[src/rtl/stream_xbar_pkg.sv]
// Shared types and constants for the stream crossbar blocks.
package stream_xbar_pkg;

    typedef enum logic {ARB_IDLE, ARB_BUSY} arb_state_t;

    localparam int unsigned BEAT_CNT_W = 16;

endpackage

[src/rtl/rr_pick.sv]
// Round-robin pick: first set request strictly after ptr_i, wrapping modulo N.
module rr_pick #(
    parameter int unsigned N  = 4,
    parameter int unsigned IW = $clog2(N)
) (
    input  logic [N-1:0]  req_i,
    input  logic [IW-1:0] ptr_i,
    output logic [N-1:0]  onehot_o,
    output logic [IW-1:0] index_o,
    output logic          any_o
);

    int unsigned scan_idx;

    // ptr_i is always < N, so a single conditional subtract implements the wrap.
    always_comb begin
        onehot_o = '0;
        index_o  = '0;
        any_o    = 1'b0;
        scan_idx = 0;
        for (int unsigned off = 1; off <= N; off++) begin
            scan_idx = 32'(ptr_i) + off;
            if (scan_idx >= N) begin
                scan_idx = scan_idx - N;
            end
            if (!any_o && req_i[scan_idx]) begin
                any_o              = 1'b1;
                index_o            = IW'(scan_idx);
                onehot_o[scan_idx] = 1'b1;
            end
        end
    end

endmodule

[src/rtl/stream_xbar_arbiter.sv]
// Packet-level round-robin arbiter for one master port of stream_xbar.
// Locks the grant from selection until the last beat of the packet is accepted.
module stream_xbar_arbiter
    import stream_xbar_pkg::*;
#(
    parameter int unsigned S_DATA_COUNT  = 10,
    parameter int unsigned ID_WIDTH      = $clog2(S_DATA_COUNT),
    parameter int unsigned MAX_PKT_BEATS = 0
) (
    input  logic                    clk,
    input  logic                    reset,
    input  logic [S_DATA_COUNT-1:0] req_i,
    input  logic                    m_valid_i,
    input  logic                    m_ready_i,
    input  logic                    m_last_i,
    output logic [S_DATA_COUNT-1:0] grant_o,
    output logic [ID_WIDTH-1:0]     grant_id_o,
    output logic                    grant_valid_o,
    output logic [BEAT_CNT_W-1:0]   beat_cnt_o,
    output logic                    overlong_o
);

    arb_state_t                state_q, state_d;
    logic [ID_WIDTH-1:0]       rr_ptr_q, rr_ptr_d;
    logic [S_DATA_COUNT-1:0]   grant_q, grant_d;
    logic [ID_WIDTH-1:0]       grant_id_q, grant_id_d;
    logic [BEAT_CNT_W-1:0]     beat_cnt_q, beat_cnt_d;
    logic                      overlong_q, overlong_d;

    logic [S_DATA_COUNT-1:0]   pick_onehot;
    logic [ID_WIDTH-1:0]       pick_index;
    logic                      pick_any;
    logic                      beat_c;
    logic                      hit_max_c;

    rr_pick #(
        .N  (S_DATA_COUNT),
        .IW (ID_WIDTH)
    ) u_rr_pick (
        .req_i    (req_i),
        .ptr_i    (rr_ptr_q),
        .onehot_o (pick_onehot),
        .index_o  (pick_index),
        .any_o    (pick_any)
    );

    assign beat_c = (state_q == ARB_BUSY) && m_valid_i && m_ready_i;

    // Counter passes MAX_PKT_BEATS exactly once per packet, so the pulse is unique.
    assign hit_max_c = (MAX_PKT_BEATS != 0) &&
                       ((17'(beat_cnt_q) + 17'd1) == 17'(MAX_PKT_BEATS));

    always_comb begin
        state_d    = state_q;
        rr_ptr_d   = rr_ptr_q;
        grant_d    = grant_q;
        grant_id_d = grant_id_q;
        beat_cnt_d = beat_cnt_q;
        overlong_d = 1'b0;
        case (state_q)
            ARB_IDLE: begin
                if (pick_any) begin
                    state_d    = ARB_BUSY;
                    grant_d    = pick_onehot;
                    grant_id_d = pick_index;
                    rr_ptr_d   = pick_index;
                    beat_cnt_d = '0;
                end
            end
            ARB_BUSY: begin
                if (beat_c) begin
                    if (beat_cnt_q != '1) begin
                        beat_cnt_d = beat_cnt_q + BEAT_CNT_W'(1);
                    end
                    if (m_last_i) begin
                        state_d = ARB_IDLE;
                        grant_d = '0;
                    end else if (hit_max_c) begin
                        overlong_d = 1'b1;
                    end
                end
            end
        endcase
    end

    always_ff @(posedge clk or posedge reset) begin
        if (reset) begin
            state_q    <= ARB_IDLE;
            rr_ptr_q   <= ID_WIDTH'(S_DATA_COUNT - 1);
            grant_q    <= '0;
            grant_id_q <= '0;
            beat_cnt_q <= '0;
            overlong_q <= 1'b0;
        end else begin
            state_q    <= state_d;
            rr_ptr_q   <= rr_ptr_d;
            grant_q    <= grant_d;
            grant_id_q <= grant_id_d;
            beat_cnt_q <= beat_cnt_d;
            overlong_q <= overlong_d;
        end
    end

    assign grant_o       = grant_q;
    assign grant_id_o    = grant_id_q;
    assign grant_valid_o = (state_q == ARB_BUSY);
    assign beat_cnt_o    = beat_cnt_q;
    assign overlong_o    = overlong_q;

    a_grant_onehot0: assert property (@(posedge clk) disable iff (reset) $onehot0(grant_q));

endmodule

[config.mk]
export PLATFORM = sky130hd
export DESIGN_NAME = stream_xbar_arbiter
export DESIGN_NICKNAME = d
export VERILOG_FILES = /design/src/rtl/stream_xbar_pkg.sv /design/src/rtl/rr_pick.sv /design/src/rtl/stream_xbar_arbiter.sv
export SDC_FILE = /design/constraint.sdc
export NUM_CORES = 1
export LEC_CHECK = 0
export ABC_AREA = 1
export CAP_MARGIN = 20
export CORE_MARGIN = 2
export CORE_UTILIZATION = 40
export CTS_CLUSTER_DIAMETER = 120
export DETAILED_ROUTE_END_ITERATION = 16
export GPL_ROUTABILITY_DRIVEN = 0
export PLACE_DENSITY = 0.62
export SYNTH_ARGS = -nofsm -noshare
export SYNTH_HDL_FRONTEND = slang
export SYNTH_SLANG_ARGS = --single-unit
[constraint.sdc]
create_clock -name clk -period 11.8 [get_ports clk]
set_clock_uncertainty 0.15 [all_clocks]
set_input_delay 2.36 -clock clk [delete_from_list [all_inputs] [get_ports clk]]
set_output_delay 2.36 -clock clk [all_outputs]
set_load 0.02 [all_outputs]
After elaboration in Yosys (flattened, before gate mapping)
Cells that the tools add are included.
{ "op_classes": {"addsub": 21, "n_lt_le_gt_ge": 30, "reduce_logical": 33, "n_bitwise": 10, "eq_ne": 5, "muxes": 92} }
{ "op_table": {"columns": ["cell", "n"], "rows": [
  ["$ge A32 B1 Y1 const B", 10],
  ["$ge A32 B4 Y1 const B", 10],
  ["$lt A32 B5 Y1 const B", 10],
  ["$mux W32", 10],
  ["$sub A32 B4 Y32 const B", 10],
  ["$mux W10", 13],
  ["$or A10 B10 Y10", 9],
  ["$mux W16", 3],
  ["$bmux W1 S4", 10],
  ["$demux W1 S4", 10],
  ["$mux W4", 10],
  ["$mux W1", 33],
  ["$pmux W16 S2", 1],
  ["$logic_and A1 B1 Y1", 21],
  ["$add A4 B3 Y5 const B", 4],
  ["$pmux W10 S2", 1],
  ["$add A16 B1 Y16 const B", 1],
  ["$ne A16 B16 Y1 const B", 1],
  ["$add A4 B4 Y5 const B", 3],
  ["$add A4 B2 Y5 const B", 2],
  ["$logic_not A1 Y1", 9],
  ["$reduce_and A3 Y1", 2],
  ["$add A4 B1 Y5 const B", 1],
  ["$ne A2 B1 Y1 const B", 2],
  ["other kinds (4)", 5]
]} }
{ "totals": {"elab_cells": 196, "reg_bits": 35, "inputBits": 15, "output_inout_bits": 32} }

Longest topological paths before layout
Gate-level depths: netlist of the first run.
{ "logic_depth": {"depth_word": 35, "mapped_depth": 31, "mapped_depth_nobuf": 27} }

By module
Synthesis of the first run repeated with hierarchy kept, for this count alone.
{ "unflattened": {"cells_unflattened": 1043, "area_unflattened_um2": 5906.9} }
{ "by_module_without_submodules": {"columns": ["module", "cells_per_inst", "area_per_inst_um2", "instances", "seq_area_each_um2"], "rows": [
  ["rr_pick", 811, 4096.4, 1, 0.0],
  ["stream_xbar_arbiter", 232, 1810.5, 1, 828.3]
]} }

Worst setup path before layout of the first run
OpenSTA, ideal clock, no wires.
{ "synth_timing": {"path_type": "register to register", "startpoint": "reg rr_ptr_q[0]", "endpoint": "reg beat_cnt_q[5] (netlist: beat_cnt_o[5])", "stages_incl_launch_ff": 30, "synth_period_minus_slack_ns": 4.361, "path_slack_ns": 7.439, "n_path_buf": 5, "setup_time_ns": 0.120, "t_arrival_ns": 4.091, "required_ns": 11.530, "path_cell_list": "dfstp_2 -> buf_6 -> clkinv_2 -> clkbuf_1 -> buf_1 -> ha_1 -> buf_2 -> clkinv_1 -> nand2_1 -> nand2_1 -> ha_1 -> nand2_2 -> nand2_1 -> nand2_1 -> nand2_1 -> nand2_1 -> nand3_1 -> nand3_2 -> nand2_4 -> inv_2 -> nand3_4 -> nor2_8 -> nand4_4 -> nor2_4 -> nand2b_4 -> nand2_4 -> nand2_4 -> buf_6 -> nand2_1 -> o21ai_2"} }
{ "synth_via": {"elab_chain_cells": 35, "word_cells_on_any_way": 90, "cone_classes": "add/sub: 20; order compare: 10; eq/ne: 1; mux: 40; reduce/logical: 19"} }
{ "synth_rtl": {"columns": ["element", "line_no", "source"], "rows": [
  ["from (decl)", "stream_xbar_arbiter.sv:24", "logic [ID_WIDTH-1:0] rr_ptr_q, rr_ptr_d;"],
  ["from (signal assigned)", "stream_xbar_arbiter.sv:89", "rr_ptr_q <= ID_WIDTH'(S_DATA_COUNT - 1);"],
  ["from (signal assigned)", "stream_xbar_arbiter.sv:96", "rr_ptr_q <= rr_ptr_d;"],
  ["$add A4 B1 Y5", "rr_pick.sv:22", "scan_idx = 32'(ptr_i) + off;"],
  ["$sub A32 B4 Y32 or $ge A32 B4 Y1 (tied branches)", "rr_pick.sv:24, rr_pick.sv:23", null],
  ["$mux W32", "rr_pick.sv:23", "if (scan_idx >= N) begin"],
  ["$bmux W1 S4", "rr_pick.sv:26", "if (!any_o && req_i[scan_idx]) begin"],
  ["$mux W1 (not written as such)", "rr_pick.sv:26", null],
  ["$mux W1", "rr_pick.sv:26", null],
  ["$logic_not A1 Y1", "rr_pick.sv:26", null],
  ["$logic_and A1 B1 Y1", "rr_pick.sv:26", null],
  ["[19 not listed]", null, null],
  ["$logic_not A1 Y1", "rr_pick.sv:26", null],
  ["$logic_and A1 B1 Y1", "rr_pick.sv:26", null],
  ["$mux W1", "rr_pick.sv:26", null],
  ["$logic_not A1 Y1", "rr_pick.sv:26", null],
  ["$logic_and A1 B1 Y1", "rr_pick.sv:26", null],
  ["$mux W1 *", "rr_pick.sv:26", null],
  ["$ne A2 B2 Y1 (no source line) *", null, null],
  ["$reduce_and A3 Y1 (no source line) *", null, null],
  ["to (signal assigned)", "stream_xbar_arbiter.sv:99", "beat_cnt_q <= beat_cnt_d;"],
  ["to (decl)", "stream_xbar_arbiter.sv:27", "logic [BEAT_CNT_W-1:0] beat_cnt_q, beat_cnt_d;"]
]} }
Mark *: on every way between the ends. The rest lies on a longest branch, timed or not. The select of a mux whose other input is x is not followed.
A chain may end at the register's enable or synchronous reset.

Worst setup path in the final report of the first run
{ "layout_timing": {"startpoint": "reg rr_ptr_q[0]", "endpoint": "reg rr_ptr_q[2]"} }
{ "layout_via": {"elab_chain_cells": 34, "word_cells_on_any_way": 99, "cone_classes": "add/sub: 20; order compare: 10; mux: 50; reduce/logical: 19"} }
{ "layout_rtl": {"columns": ["element", "line_no"], "rows": [
  ["$add A4 B1 Y5", "rr_pick.sv:22"],
  ["$sub A32 B4 Y32 or $ge A32 B4 Y1 (tied branches)", "rr_pick.sv:24, rr_pick.sv:23"],
  ["$mux W32", "rr_pick.sv:23"],
  ["$bmux W1 S4", "rr_pick.sv:26"],
  ["$mux W1 (not written as such)", "rr_pick.sv:26"],
  ["$mux W1", "rr_pick.sv:26"],
  ["$logic_not A1 Y1", "rr_pick.sv:26"],
  ["$logic_and A1 B1 Y1", "rr_pick.sv:26"],
  ["[18 not listed]", null],
  ["$mux W1", "rr_pick.sv:26"],
  ["$logic_not A1 Y1", "rr_pick.sv:26"],
  ["$logic_and A1 B1 Y1", "rr_pick.sv:26"],
  ["$mux W1", "rr_pick.sv:26"],
  ["$logic_not A1 Y1", "rr_pick.sv:26"],
  ["$logic_and A1 B1 Y1", "rr_pick.sv:26"],
  ["$mux W1", "rr_pick.sv:26"],
  ["$reduce_and A2 Y1 (no source line)", null]
]} }
Parallel ways exist; a longest one is shown, timed or not. The select of a mux whose other input is x is not followed.

==> impl_metrics.toml, run 1 <==
[routing]
drt_pre_antenna_iters = 6
drt_iter0_drc = 668
route.detailed.drc = 0
wire_per_inst_um = 15.65
ant_nets = 0
totalWireLength_mm = 20.00
vias = 6983
vias_per_cell = 5.464

[clocking]
clkTransAtPathRegs_ns = 0.06
holdBufCountCts = 0
clockBufferDepth = 2
h-tree-depth = 2
cts-root-buf = "clkbuf_16"
insertion_delay_ns = 0.28
cts_setup_buffers = 0
cts_tree = "done"
clkSinkCount = 33
cts_buffers = 5
cts_resized = 0

[logic_synthesis]
synth-compound-area-share_pct = 10.95
synth_seq_area_share_pct = 14.00
synth_fa_ha_area_share_pct = 7.317
syn_area_um2 = 5917
synthMuxAreaShare_pct = 0
syn_nets = 1112
synth_xor_area_share_pct = 3.045
yosys_warnings = 0
avgSynthCellArea_um2 = 5.566
yosys.area_share.simple_pct = 53.37
syn_inst = 1063
ys_seq_elements = 33
synthTopCellsByCount = "nand2_1 (334), nor2_1 (154), inv_1 (118), nand3_1 (118), o21ai_0 (40)"
synth.area.top_cells = "nand2_1 (21%), dfrtp_1 (13%), nand3_1 (10%), nor2_1 (9.8%), inv_1 (7.5%)"
synth_top_area_cell = "nand2_1"
yosys_most_used_dff = "dfrtp_1"
synth_most_common_cell = "nand2_1"
synth-edff-count = 0
synth_top_area_share_pct = 21.19
async_reset_ff_share_pct = 100.0
synth.distinct_cells = 57
synth_top_family_by_area = "simple AND/OR/NAND/NOR gates"

[critical_path]
path_buf_inv = 2
path_class = "reg2reg"
cp_cell_sequence = "clkinv_2 -> ha_1 -> clkinv_1 -> nand2_1 -> nand2_1 -> ha_1 -> nand2_2 -> nand2_1 -> nand2_1 -> nand2_1 -> nand2_1 -> nand3_1 -> nand3_2 -> nand2_4 -> nor2_4 -> nand4_1 -> nor2_1 -> nand2_1 -> nand4_1 -> nor2_1 -> nand3_1 -> nand2_1 -> nand2_1"
regToRegSetupSlack_ns = 6.19
crit_family = "simple AND/OR/NAND/NOR gates"
cp_max_fo = 36
slowest_stage = "ha_1"
crit_required_ns = 11.87
cp-end-kind = "flop"
cpPeakStageDelay_ns = 0.81
critPathArrivalTime_ns = 5.68
crit_path_start_kind = "flop"
cpMostUsedCell = "nand2_1"

[floorplan]
core_um2 = 14480
die_w_um = 125.6
start_util_pct = 40.87
ios = 47
row_count = 44
die_y_um = 125.6
die-area_um2 = 15780

[status]
status = "finished, final reports clean"

[finish]
drive_gt1_share_pct = 7.678
area_growth_syn_to_layout_pct = 12.33
final_util_pct = 45.90
num_antenna_cells = 0
stdcell_count = 1278
finalNetCount = 1142

[placement]
dp.cells = 1269
dp_hpwl_mm = 15.92
numPortBuffers = 45
place_ws_ns = 5.848

[timing]
worstMarginPinSlew_ns = 0.7737
max_freq_mhz = 178.3
fin_ws_ns = 6.192
maxSlewHeadroom_pct = 48.10
fin_crit_sh_pct = 47.52
setup_viol = 0
tns_ns = 0
fin_crit_ns = 5.608
timing_max_transition_violations_final = 0
report.final.hold_viol_count = 0
rsz0062_at_grt = "false"

[global_route]
grt_pass1_vias = 6057
track_usage_pct = 24.70
antenna_found_initial = 0
grt_first_pass_wirelength_mm = 31.77
grt_max_degree = 49
grt_overflow = 0

[worst_hold_path]
hp-class = "reg2reg"

[run]
maxCapViolCount = 0
## cell type report
type / instances / area (um^2)
Sequential cell: 33 / 828.3
Clock inverter: 3 / 46.29
Timing Repair Buffer: 49 / 480.5
Tap cell: 184 / 230.2
Multi-Input combinational cell: 869 / 4423
Inverter: 135 / 513.0
Clock buffer: 5 / 125.1
Fill cell: 1618 / 7833
## metal layers
metal	wire, um	track usage, %
met5	0	0
met2	8672	37.87
met1	9390	35.72
met4	614	8.758
met3	1326	3.101
## state kept, by name, indices dropped and copies added, names as in the netlist
register,cells
grant_valid_o,1
rr_ptr_q,4
grant_id_o,2
grant_o,10
beat_cnt_o,16
## cells by family (layout without fill, tap and decap cells)
group	after synthesis	in the layout
and+or+nand+nor	711	711
buffers and inverters	161	192
AOI/OAI and AO/OA	105	105
adders and majority gates	34	34
DFF	33	33
xor gates and xnor gates	18	18
other	1	1
## placed cells by master (no fill, tap or decap), types with 25 or more instances in the layout
| master | Yosys | routed |
|---|---|---|
| clkdlybuf4s50_1 | 0 | 45 |
| nand4_1 | 32 | 32 |
| o21ai_0 | 40 | 40 |
| inv_1 | 118 | 118 |
| nand3_1 | 118 | 118 |
| nor3_1 | 25 | 25 |
| dfrtp_1 | 31 | 31 |
| nor2_1 | 154 | 154 |
| nand2_1 | 334 | 334 |
| ha_1 | 33 | 33 |
## worst reg2reg max path, cell delays in order (launching register included)
cell and delay (ns):
dfstp_2 0.54, clkinv_2 0.44, ha_1 0.82, clkinv_1 0.46
nand2_1 0.21, nand2_1 0.08, ha_1 0.26, nand2_2 0.16
nand2_1 0.08, nand2_1 0.09, nand2_1 0.14, nand2_1 0.09
nand3_1 0.10, nand3_2 0.21, nand2_4 0.11, nor2_4 0.16
nand4_1 0.20, nor2_1 0.65, nand2_1 0.19, nand4_1 0.18
nor2_1 0.06, nand3_1 0.07, nand2_1 0.06, nand2_1 0.05
## per-stage QoR
stage | cell area, um^2 | hold slack [ns]
final | 6646 | 0.3338
after CTS | 6639 | 0.3354
after global routing | 6646 | 0.3564
after global placement | 6467 | 0.3173
after floorplan | 5917 | 0.4372
after detailed placement | 6467 | 0.3180
## worst paths after layout
check | startpoint | end | cells after the start
max in group asynchronous | reset | rr_ptr_q[0]$_DFFE_PP1P_ | 3
min | grant_o[0]$_DFFE_PP0P_ | grant_o[0]$_DFFE_PP0P_ | 2
max reg2reg | rr_ptr_q[0]$_DFFE_PP1P_ | rr_ptr_q[2]$_DFFE_PP0P_ | 23
max | rr_ptr_q[0]$_DFFE_PP1P_ | rr_ptr_q[2]$_DFFE_PP0P_ | 23
min in group asynchronous | reset | grant_o[2]$_DFFE_PP0P_ | 3
min reg2reg | grant_o[0]$_DFFE_PP0P_ | grant_o[0]$_DFFE_PP0P_ | 2
Power of run 1 is left out: the tool's default activity adds up to more than one toggle a clock period on the data nets, which glitch-free logic cannot reach.
==> inputs of run 2 (changes only) <==
- PLACE_DENSITY: 0.62 -> 0.65
- clock period: 11.8 -> 4.54 ns (I/O delays scaled with it)
==> run 2 against run 1 <==
Compared with the run above:
- global-route usage decreased by 0.48 points
- via count down 1.0%
- critical endpoint is now grant_id_o[0]$_DFFE_PP0P_
- critical path type unchanged
- flip-flop and latch count unchanged
- wire length fell by 2.6%
- maximum frequency is 32% higher
- cell area grew 2.7%
- worst hold slack worse by 0.0044 ns
- first-iteration DRC count is 4.3% lower
==> impl_metrics.toml, run 2 (same netlist as run 1, synthesis figures left out) <==
[critical_path]
critPathArrivalTime_ns = 4.31
crit_family = "simple AND/OR/NAND/NOR gates"
crit_path_start_kind = "flop"
path_class = "reg2reg"
reg2reg_to = "grant_id_o[0]$_DFFE_PP0P_"
rr_worst_depth = 20
cp-startpoint = "rr_ptr_q[0]$_DFFE_PP1P_"
cp_cell_sequence = "clkinv_2 -> ha_1 -> clkinv_1 -> buf_4 -> o21ai_0 -> ha_1 -> nand2_2 -> nand2_1 -> nand2_2 -> nor2_2 -> nand2_1 -> nand2_1 -> nor2_1 -> nor2_4 -> nand4_1 -> nor2_2 -> nand3_1 -> o2111ai_1 -> nand3_1 -> nand2_1"
cpMostUsedCell = "nand2_1"
path_buf_inv = 3
slowest_stage = "dfstp_2"
cpPeakStageDelay_ns = 0.58
cp_max_fo = 7
critPathCapture = "grant_id_o[0]$_DFFE_PP0P_"
regToRegSetupSlack_ns = 0.30
cp-end-kind = "flop"
cp.depth = 20
crit_required_ns = 4.61
r2r-start = "rr_ptr_q[0]$_DFFE_PP1P_"

[finish]
area_growth_syn_to_layout_pct = 15.35
final_cell_mix = "nand2_1 (333), nor2_1 (153), inv_1 (118), nand3_1 (118), clkdlybuf4s50_1 (45)"
stdcell_count = 1298
final_common_cell = "nand2_1"
fin_area_um2 = 6825
drive_gt1_share_pct = 9.515
finalNetCount = 1162
num_antenna_cells = 0
largest_reg_flops = 16

[timing]
rsz0062_at_grt = "true"
maxSlewHeadroom_pct = 36.01
fin_ws_ns = 0.2962
setup_viol = 0
report.final.hold_viol_count = 0
fin_crit_sh_pct = 93.48
max_freq_mhz = 235.6
timing_max_transition_violations_final = 0
fin_crit_ns = 4.244
worstMarginPinSlew_ns = 0.9474

[worst_hold_path]
hp-class = "reg2reg"

[clocking]
cts-root-buf = "clkbuf_16"
holdBufCountCts = 0
h-tree-depth = 2
clockBufferDepth = 2
insertion_delay_ns = 0.28
cts_tree = "done"
clkTransAtPathRegs_ns = 0.06
cts_buffers = 5
clkSinkCount = 33

[routing]
totalWireLength_mm = 19.48
route.detailed.drc = 0
highest_layer = "met4"
wl_met2_mm = 8.324
dr_wl_met3_mm = 1.370
vias_per_cell = 5.324
drt_pre_antenna_iters = 7
wire_per_inst_um = 15.01
drt_iter0_drc = 639
ant_nets = 0
vias = 6910
wirelength_met1_mm = 8.824

[global_route]
grt_pass1_vias = 6167
track_usage_pct = 24.22
grt_overflow = 0
antenna_found_initial = 0
grt_first_pass_wirelength_mm = 31.43
grt_max_degree = 36

[floorplan]
ios = 47
start_util_pct = 40.87
die_w_um = 125.6
die_y_um = 125.6
row_count = 44
die-area_um2 = 15780
core_um2 = 14480

[placement]
placed_area_um2 = 6638
dp.cells = 1290
place_ws_ns = 0.2479
numPortBuffers = 45
dp_hpwl_mm = 15.73

[status]
status = "finished, final reports clean"

[run]
maxCapViolCount = 0
==> run 2: layout make-up <==
type	instances	area, um^2
Fill cell	1532	7654
Multi-Input combinational cell	869	4437
Sequential cell	33	828.3
Timing Repair Buffer	69	643.1
Inverter	135	515.5
Tap cell	184	230.2
Clock buffer	5	125.1
Clock inverter	3	46.29
==> run 2: tightest hold or removal path, cell delays in order (launching register included) <==
cell	delay [ns]
dfrtp_1	0.34
nand2_1	0.06
nand2_1	0.05
==> run 2: what timing repair did <==
action / in CTS / in global routing
setup endpoints to repair: 0 / 22
setup buffers: 0 / 0
resized for setup: 0 / 4
==> run 2: metal layers <==
| metal | global-route usage, % | vias up |
|---|---|---|
| li1 | - | 3527 |
| met1 | 33.83 | 3024 |
| met2 | 37.58 | 300 |
| met3 | 2.804 | 59 |
| met4 | 10.92 | 0 |
| met5 | 0 | - |
==> run 2: how the worst min path moves through the flow <==
stage | cells past startpoint | to | startpoint
floorplan | 2 | grant_id_o[3]$_DFFE_PP0P_ | grant_id_o[3]$_DFFE_PP0P_
global placement | 2 | grant_o[5]$_DFFE_PP0P_ | grant_o[5]$_DFFE_PP0P_
detailed placement | 2 | grant_o[0]$_DFFE_PP0P_ | grant_o[0]$_DFFE_PP0P_
CTS | 2 | grant_o[0]$_DFFE_PP0P_ | grant_o[0]$_DFFE_PP0P_
global route | 2 | grant_o[4]$_DFFE_PP0P_ | grant_o[4]$_DFFE_PP0P_
finish | 2 | grant_o[0]$_DFFE_PP0P_ | grant_o[0]$_DFFE_PP0P_
==> run 2: metrics by stage <==
step / setup TNS, ns / hold slack [ns] / util [%]
after floorplan: 0 / 0.4372 / -
after global placement: 0 / 0.3187 / 45.84
after detailed placement: 0 / 0.3206 / 45.84
after CTS: 0 / 0.3355 / 47.03
after global routing: -0.1542 / 0.3569 / 47.14
final: 0 / 0.3294 / 47.14
Power of run 2 is left out for the same reason.
==> inputs of run 3 (changes only) <==
- CORE_UTILIZATION: 40 -> 43
- PLACE_DENSITY: 0.65 -> 0.68
==> run 3 against run 2 <==
Compared with the run above:
- critical path depth is 1 higher
- first-iteration DRC count is 6.6% higher
- global-route usage is 3.3 points higher
- setup slack better by 0.023 ns
- cell count is 0.39% lower
==> impl_metrics.toml, run 3 (same netlist as run 1, synthesis figures left out) <==
[global_route]
antenna_found_initial = 0
grt_first_pass_wirelength_mm = 32.51
grt_max_degree = 36
track_usage_pct = 27.53
grt_pass1_vias = 6420
grt_overflow = 0

[run]
maxCapViolCount = 0

[critical_path]
path_buf_inv = 6
cp_max_fo = 25
crit_required_ns = 4.61
critPathArrivalTime_ns = 4.29
cp-end-kind = "flop"
slowest_stage = "dfstp_2"
crit_family = "simple AND/OR/NAND/NOR gates"
cpMostUsedCell = "inv_1"
path_class = "reg2reg"
crit_path_start_kind = "flop"
cpPeakStageDelay_ns = 0.64
cp_cell_sequence = "clkinv_4 -> ha_1 -> buf_4 -> a21oi_1 -> ha_1 -> inv_1 -> a31oi_1 -> inv_1 -> o21ai_2 -> inv_1 -> nor2_1 -> o211ai_1 -> nand3_1 -> nand4_4 -> nor2_4 -> nand2b_4 -> nand2_4 -> nand2_4 -> inv_2 -> nand2_1 -> nand2_1"

[placement]
placed_area_um2 = 6638
dp_hpwl_mm = 16.27
numPortBuffers = 45

[clocking]
cts_setup_buffers = 0
clkTransAtPathRegs_ns = 0.05
cts_buffers = 5
cts_resized = 0
insertion_delay_ns = 0.28
h-tree-depth = 2
cts-root-buf = "clkbuf_16"
holdBufCountCts = 0
clkSinkCount = 33
cts_tree = "done"
clockBufferDepth = 2

[floorplan]
ios = 47
row_count = 42
die_w_um = 121.3
core_um2 = 13350
start_util_pct = 44.33
die-area_um2 = 14710
die_y_um = 121.3

[worst_hold_path]
hp-class = "reg2reg"

[timing]
fin_crit_ns = 4.220
tns_ns = 0
worstMarginPinSlew_ns = 0.7768
fin_crit_sh_pct = 92.96
report.final.hold_viol_count = 0
rsz0062_at_grt = "false"
setup_viol = 0
max_freq_mhz = 236.9
timing_max_transition_violations_final = 0
maxSlewHeadroom_pct = 47.89

[routing]
ant_nets = 0
vias_per_cell = 5.414
vias = 7000
totalWireLength_mm = 19.99
drt_iter0_drc = 681
drt_pre_antenna_iters = 6
wire_per_inst_um = 15.46
route.detailed.drc = 0

[finish]
finalNetCount = 1165
multiInputGateArea_um2 = 4439
final_util_pct = 51.18
final_common_cell = "nand2_1"
fin_area_um2 = 6832
final.fill_count = 1423
drive_gt1_share_pct = 10.03
area_growth_syn_to_layout_pct = 15.46
seqCellArea_um2 = 829.5
final_cell_mix = "nand2_1 (332), nor2_1 (153), inv_1 (118), nand3_1 (118), clkdlybuf4s50_1 (45)"
num_antenna_cells = 0
largest_reg_flops = 16

[status]
status = "finished, final reports clean"
[run 3: changes by cell type in the layout (fill, tap and decap cells not counted)]
cell      change
buf_12        -1
clkbuf_8      +1
clkinv_4      -1
buf_4         +4
nand2_4       +2
dfrtp_1       -1
nand2_8       -1
o21ai_1       -1
o21ai_2       +1
inv_4         -1
inv_2         +1
nand2_1       -1
dfrtp_2       +1
[run 3: routing by layer]
metal | track usage, % | share of wire [%] | vias to the layer above
met1 | 37.37 | 45 | 3090
met3 | 4.981 | 8.4 | 59
met4 | 11.78 | 4.7 | 0
li1 | - | - | 3539
met5 | 0 | 0 | -
met2 | 42.73 | 42 | 312
[run 3: cell type report]
cell class,instances,share of cell area (%)
multi-input combinational,869,64.98
sequential,33,12.14
inverter,135,7.509
clock inverter,2,0.5495
tap,176,3.223
clock buffer,6,2.033
timing repair buffer,72,9.560
[run 3: path summary, 6_finish.rpt]
kind / start / depth (start not counted) / endpoint / slack (ns)
hold / removal: grant_id_o[3]$_DFFE_PP0P_ / 2 / grant_id_o[3]$_DFFE_PP0P_ / 0.33
setup / recovery: rr_ptr_q[3]$_DFFE_PP1P_ / 21 / beat_cnt_o[1]$_DFFE_PP0P_ / 0.32
hold reg to reg: grant_id_o[3]$_DFFE_PP0P_ / 2 / grant_id_o[3]$_DFFE_PP0P_ / 0.33
max in group asynchronous: reset / 3 / rr_ptr_q[3]$_DFFE_PP1P_ / 3.00
setup reg to reg: rr_ptr_q[3]$_DFFE_PP1P_ / 21 / beat_cnt_o[1]$_DFFE_PP0P_ / 0.32
min in group asynchronous: reset / 3 / beat_cnt_o[6]$_DFFE_PP0P_ / 0.90
[run 3: stage by stage]
step                std cells  hold WS, ns  worst slack, ns
global placement         1285       0.3193           0.2897
floorplan                1063       0.4372           0.1791
global route             1293       0.3666        0.0001608
CTS                      1293       0.3367           0.2356
finish                   1293       0.3290           0.3196
detailed placement       1285       0.3203           0.2693
[run 3: tightest hold or removal path, cell delays in order (launching register included)]
cell and delay (ns):
dfrtp_1 0.34, nand2_1 0.05, nand2_1 0.06
Power of run 3 is left out for the same reason.
